$ cat src/rtl/seq_match_det.sv
`default_nettype none
// ============================================================================
// Module   : seq_match_det
// Purpose  : Streaming detector for a runtime-loadable N-symbol pattern with
//            Mealy/Moore match flags and a saturating match counter.
// Revision : 1.0 - initial release
// ============================================================================
module seq_match_det #(
  parameter int              W            = 2,
  parameter int              N            = 4,
  parameter int              CNT_W        = 8,
  parameter int              OVERLAP      = 1,
  parameter logic [N*W-1:0]  PATTERN_INIT = 8'b00_01_10_11
) (
  input  logic               clk,
  input  logic               rst,
  input  logic               in_valid,
  input  logic [W-1:0]       in_sym,
  input  logic               cfg_load,
  input  logic [N*W-1:0]     cfg_pattern,
  output logic               z,
  output logic               o,
  output logic [CNT_W-1:0]   match_cnt
);

  localparam int             FILL_W     = (N > 1) ? $clog2(N) : 1;
  localparam logic [FILL_W-1:0] c_FILL_MAX = FILL_W'(N - 1);

  logic [N*W-1:0]    r_pattern;
  logic [FILL_W-1:0] r_fill;
  logic              r_o;
  logic [CNT_W-1:0]  r_cnt;

  logic              w_accept;
  logic              w_full;
  logic              w_match;
  logic [N*W-1:0]    w_window;

  assign w_accept = in_valid & ~cfg_load;
  assign w_full   = (r_fill == c_FILL_MAX);
  assign w_match  = w_accept & w_full & (w_window == r_pattern);

  // Window is the stored history (oldest in MSBs) followed by the live symbol.
  generate
    if (N > 1) begin : g_hist
      logic [(N-1)*W-1:0] r_hist;

      assign w_window = {r_hist, in_sym};

      always_ff @(posedge clk or posedge rst) begin
        if (rst) begin
          r_hist <= '0;
        end else if (w_accept) begin
          r_hist <= w_window[(N-1)*W-1:0];
        end
      end
    end else begin : g_no_hist
      assign w_window = in_sym;
    end
  endgenerate

  always_ff @(posedge clk or posedge rst) begin
    if (rst) begin
      r_pattern <= PATTERN_INIT;
    end else if (cfg_load) begin
      r_pattern <= cfg_pattern;
    end
  end

  // Non-overlapping mode restarts the fill after each hit.
  always_ff @(posedge clk or posedge rst) begin
    if (rst) begin
      r_fill <= '0;
    end else if (cfg_load) begin
      r_fill <= '0;
    end else if (w_accept) begin
      if (w_match && (OVERLAP == 0)) begin
        r_fill <= '0;
      end else if (r_fill != c_FILL_MAX) begin
        r_fill <= r_fill + 1'b1;
      end
    end
  end

  always_ff @(posedge clk or posedge rst) begin
    if (rst) begin
      r_o <= 1'b0;
    end else begin
      r_o <= w_match;
    end
  end

  always_ff @(posedge clk or posedge rst) begin
    if (rst) begin
      r_cnt <= '0;
    end else if (w_match && (r_cnt != {CNT_W{1'b1}})) begin
      r_cnt <= r_cnt + 1'b1;
    end
  end

  assign z         = w_match;
  assign o         = r_o;
  assign match_cnt = r_cnt;

endmodule
`default_nettype wire

$ cat config.mk
export PLATFORM = sky130hd
export DESIGN_NAME = seq_match_det
export DESIGN_NICKNAME = d
export VERILOG_FILES = /design/src/rtl/seq_match_det.sv
export SDC_FILE = /design/constraint.sdc
export NUM_CORES = 1
export LEC_CHECK = 0
export ABC_AREA = 0
export BUFFER_PORTS_ARGS = -buffer_cell sky130_fd_sc_hd__buf_2
export CAP_MARGIN = 20
export CORE_MARGIN = 5
export CORE_UTILIZATION = 53
export CTS_CLUSTER_SIZE = 8
export DETAILED_ROUTE_END_ITERATION = 10
export GPL_ROUTABILITY_DRIVEN = 1
export GPL_TIMING_DRIVEN = 0
export HOLD_SLACK_MARGIN = 0.1
export PLACE_DENSITY = 0.81
export SLEW_MARGIN = 30
export SYNTH_ARGS = -nofsm -noshare
export SYNTH_HDL_FRONTEND = slang
export SYNTH_SLANG_ARGS = --single-unit
$ cat constraint.sdc
create_clock -name clk -period 2.35 [get_ports clk]
set_input_delay 0.47 -clock clk [delete_from_list [all_inputs] [get_ports clk]]
set_output_delay 0.47 -clock clk [all_outputs]
set_load 0.1 [all_outputs]
# Word level (Yosys, flattened, before mapping)
# Index checks and enable logic that the tools add are counted.
# Widths: inputs -> output; s select.
[totals]
register_bits = 25
word_cells = 22
input_bits = 14
[op_classes]
reduce_logical = 4
n_mux = 3
n_addsub = 2
n_eq_ne = 4
bitwise = 4
[op_table]
columns = ["operator", "n"]
rows = [
  ["$add 8x1->8 const B", 1],
  ["$eq 8x8->1", 1],
  ["$ne 8x8->1 const B", 1],
  ["$mux 2", 3],
  ["$reduce_bool 2->1", 2],
  ["$and 1x1->1", 3],
  ["$add 2x1->2 const B", 1],
  ["$eq 2x2->1 const B", 1],
  ["$ne 2x2->1 const B", 1],
  ["$reduce_and 2->1", 1],
  ["$logic_and 1x1->1", 1],
  ["$not 1->1", 1],
]

# Logic depth before layout (Yosys ltp)
[logic_depth]
word_depth = 5
depth_mapped = 6
ltp_nobuf = 5

# Worst setup path after synthesis
# Ideal clock, no wire load.
[synth_timing]
path_type = "in2out"
start = "input cfg_load"
end = "output z"
slack_ps = -1296
arrival_ps = 3176
cell_stages = 5
cell_sequence = "nand2b_4 > buf_6 > nor3b_4 > nand4_4 > nor3_1"
[synth_via]
elab_chain_cells = 4
[synth_lines]
columns = ["element", "line_no", "text"]
rows = [
  ["from (decl)", "19", "input logic cfg_load,"],
  ["$not 1->1", "39", "assign w_accept = in_valid & ~cfg_load;"],
  ["$and 1x1->1", "39", ""],
  ["$and 1x1->1 (2 in series)", "41", "assign w_match = w_accept & w_full & (w_window == r_pattern);"],
  ["to (decl)", "21", "output logic z,"],
]
# No other way between the ends.

# Worst setup path in the final report
[layout_timing]
start = "register r_pattern[0]"
end = "output z"
[layout_via]
elab_chain_cells = 2
[layout_lines]
columns = ["element", "line_no", "text"]
rows = [
  ["from (decl)", "29", "logic [N*W-1:0] r_pattern;"],
  ["from (signal assigned)", "66", "r_pattern <= cfg_pattern;"],
  ["$eq 8x8->1", "41", ""],
  ["$and 1x1->1", "41", ""],
]
# No other way between the ends.

==> results.ini <==
[power]
p_per_area_nw_per_um2 = 603
power.total_mw = 0.842
leakage_nw = 0.687
ir_worst_vdd_v = 0.000405

[cts]
cts.path.max_buffers = 2
cts_root_buf = clkbuf_4
hold_buffers = 0
htreeDepth = 1
cts_tree = yes
clk_pin_slew_ns = 0.13
numCtsBuffers = 3
clock_latency_ns = 0.31
clock_sinks = 25

[placement]
port_buffers = 23
place.gp.congestion = 0.732
dpl.hpwl_um = 1460
dpl_cell_area_um2 = 1350

[global_routing]
grt_use_met3 = 0.0226
use_met2 = 0.248
grt_overflow_total = 0
grt_pass1_wl_um = 3530
grt_pass1_vias = 812
grt_max_degree = 26
busiest_layer = met2
antenna_found_initial = 0
use_met1 = 0.157
grt_use_total = 0.138

[worst_setup_path]
cp.depth = 5
reg2reg_slack_ns = 0.47
cp_num_buf_inv = 1
crit_fanout = 2
critPathCaptureType = output port
start_kind = register
cp_cell_sequence = xor2_1, nor3b_4, nand4_4, nor3_4, buf_12
critPathArrivalTime_ns = 1.78
crit_type = register to output port
max_stage_delay_ns = 0.56
slowest_stage = dfstp_2
required_ns = 1.88
crit_family = simple AND/OR/NAND/NOR gates
r2r_cells = 6

[sta]
finClkSkew_ns = 0.00318
finalMaxSlewViolations = 0
max_slew_margin = 0.626
fmax_mhz = 444
rsz0062_at_grt = false
worst_pin_slew_ns = 0.562
final-setup-viol-count = 0
fin_crit_sh = 0.959
hold_viol = 0
fin_crit_ns = 2.25

[hold_path]
hp-class = input port to async pin

[logic_synthesis]
synth-main-ff-cell = dfrtp_1
yosysMostFrequentCell = dfrtp_1
netlist_instances = 90
synth_seq_cells = 25
synth.distinct_cells = 25
synth_edf_count = 0
synth_top_area_frac = 0.444
synth_warnings = 0
synth.area.top_cells = dfrtp_1 (44%), mux2_2 (14%), dfstp_2 (8.9%)
syn_avg_cell_area_um2 = 13.2
synth_common_cells = dfrtp_1 (21), mux2_2 (15), xor2_1 (12)
synth_nets = 106
synth_area_um2 = 1180
synth_top_cell_by_area = dfrtp_1
ys_seq_area_frac = 0.532
async_flop_share = 1.00

[run]
maxCapViolations = 0

[routing]
wl_per_cell_um = 13.0
num_vias = 730
initialDrtViolationCount = 4
first_pass_iters = 4
wl_um = 1890
ant_nets = 0
viasPerCell = 5.00
drc = 0

[layout]
syn2layout_area_growth_pct = 17.8
finalNetCount = 135
stdcell_area_um2 = 1400
insertedDiodeCount = 0
drive_gt1_frac = 0.466

[die]
io_pins = 24
core_um2 = 2170
die_w_um = 57.3
dieArea_um2 = 3280
rows = 17
start_util = 0.546
die_y_um = 57.3

[status]
status = finished clean

## layout make-up
type	instances	area (µm²)
multi-input combinational	61	543
buffer	2	15.0
clock buffer	3	22.5
sequential	25	631
inverter	2	7.51
fill	186	773
tap	28	35.0
clock inverter	1	5.00
timing repair buffer	24	138
## repair_timing
action,in CTS,in global routing
setup endpoints to repair,1,0
buffers inserted,1,0
gates resized for setup,4,0
## logic make-up after synthesis
family,after synthesis,share of synthesized area
buffers and inverters,4,0.0190
and+or+nand+nor,26,0.152
adders and majority gates,2,0.0211
AOI/OAI and AO/OA,1,0.00422
xor gates and xnor gates,15,0.111
muxes,17,0.161
DFF,25,0.532
## power by group
group	switching [mW]	leakage [nW]	total, mW	internal (mW)
registers	0.0311	0.312	0.509	0.478
logic	0.0734	0.357	0.147	0.0737
clock network	0.122	0.0177	0.186	0.0637
## worst reg2reg max path: stages, from the launching register on
cell and delay, ns:
dfstp_2 0.56, xor2_1 0.09, nor3b_4 0.23, nand4_4 0.14
buf_4 0.19, nor4b_2 0.23, mux2_1 0.34
## cells in the final DEF (no fill, tap or decap), drive strengths merged
master,instances
clkbuf,4
nand2,3
buf,25
clkinv,1
nor3b,1
dfstp,4
and3,1
nand3,4
nand4,1
o21ai,1
nor3,5
dfrtp,21
xnor2,3
mux2,16
nor2b,1
inv,2
nor4,2
mux2i,1
nand2b,2
xor2,12
nor2,5
nor4b,1
ha,2
## metal layers
layer,part of all wire,wire length [µm],up-vias
li1,-,-,365
met1,0.42,798,340
met2,0.51,964,20
met3,0.044,83,5
met4,0.025,47,0
met5,0,0,-
## state kept, by name, summed over array words and instances, names as in the netlist
name / cells
o: 1
match_cnt: 8
g_hist.r_hist: 6
r_pattern: 8
r_fill: 2
## worst paths after layout
check,from,to
max,r_pattern[0]$_DFFE_PP1P_,z
min,rst,g_hist.r_hist[0]$_DFFE_PP0P_
max reg2reg,r_pattern[0]$_DFFE_PP1P_,match_cnt[6]$_DFFE_PP0P_
min reg2reg,match_cnt[7]$_DFFE_PP0P_,match_cnt[7]$_DFFE_PP0P_
max in group asynchronous,rst,r_pattern[3]$_DFFE_PP1P_
min in group clk,cfg_pattern[5],r_pattern[5]$_DFFE_PP0P_
## stage by stage
step	TNS, ns	util	worst slack (ns)	hold slack (ns)	std cells
after detailed placement	-0.0125	0.621	-0.0125	0.500	141
after global placement	0	0.621	0.0219	0.497	141
after CTS	0	0.644	0.0609	0.343	146
after floorplan	0	-	0.00163	0.490	90
after global routing	0	0.644	0.00414	0.183	146
final	0	0.644	0.0973	0.156	146
Power figures use the tool's default switching activity.
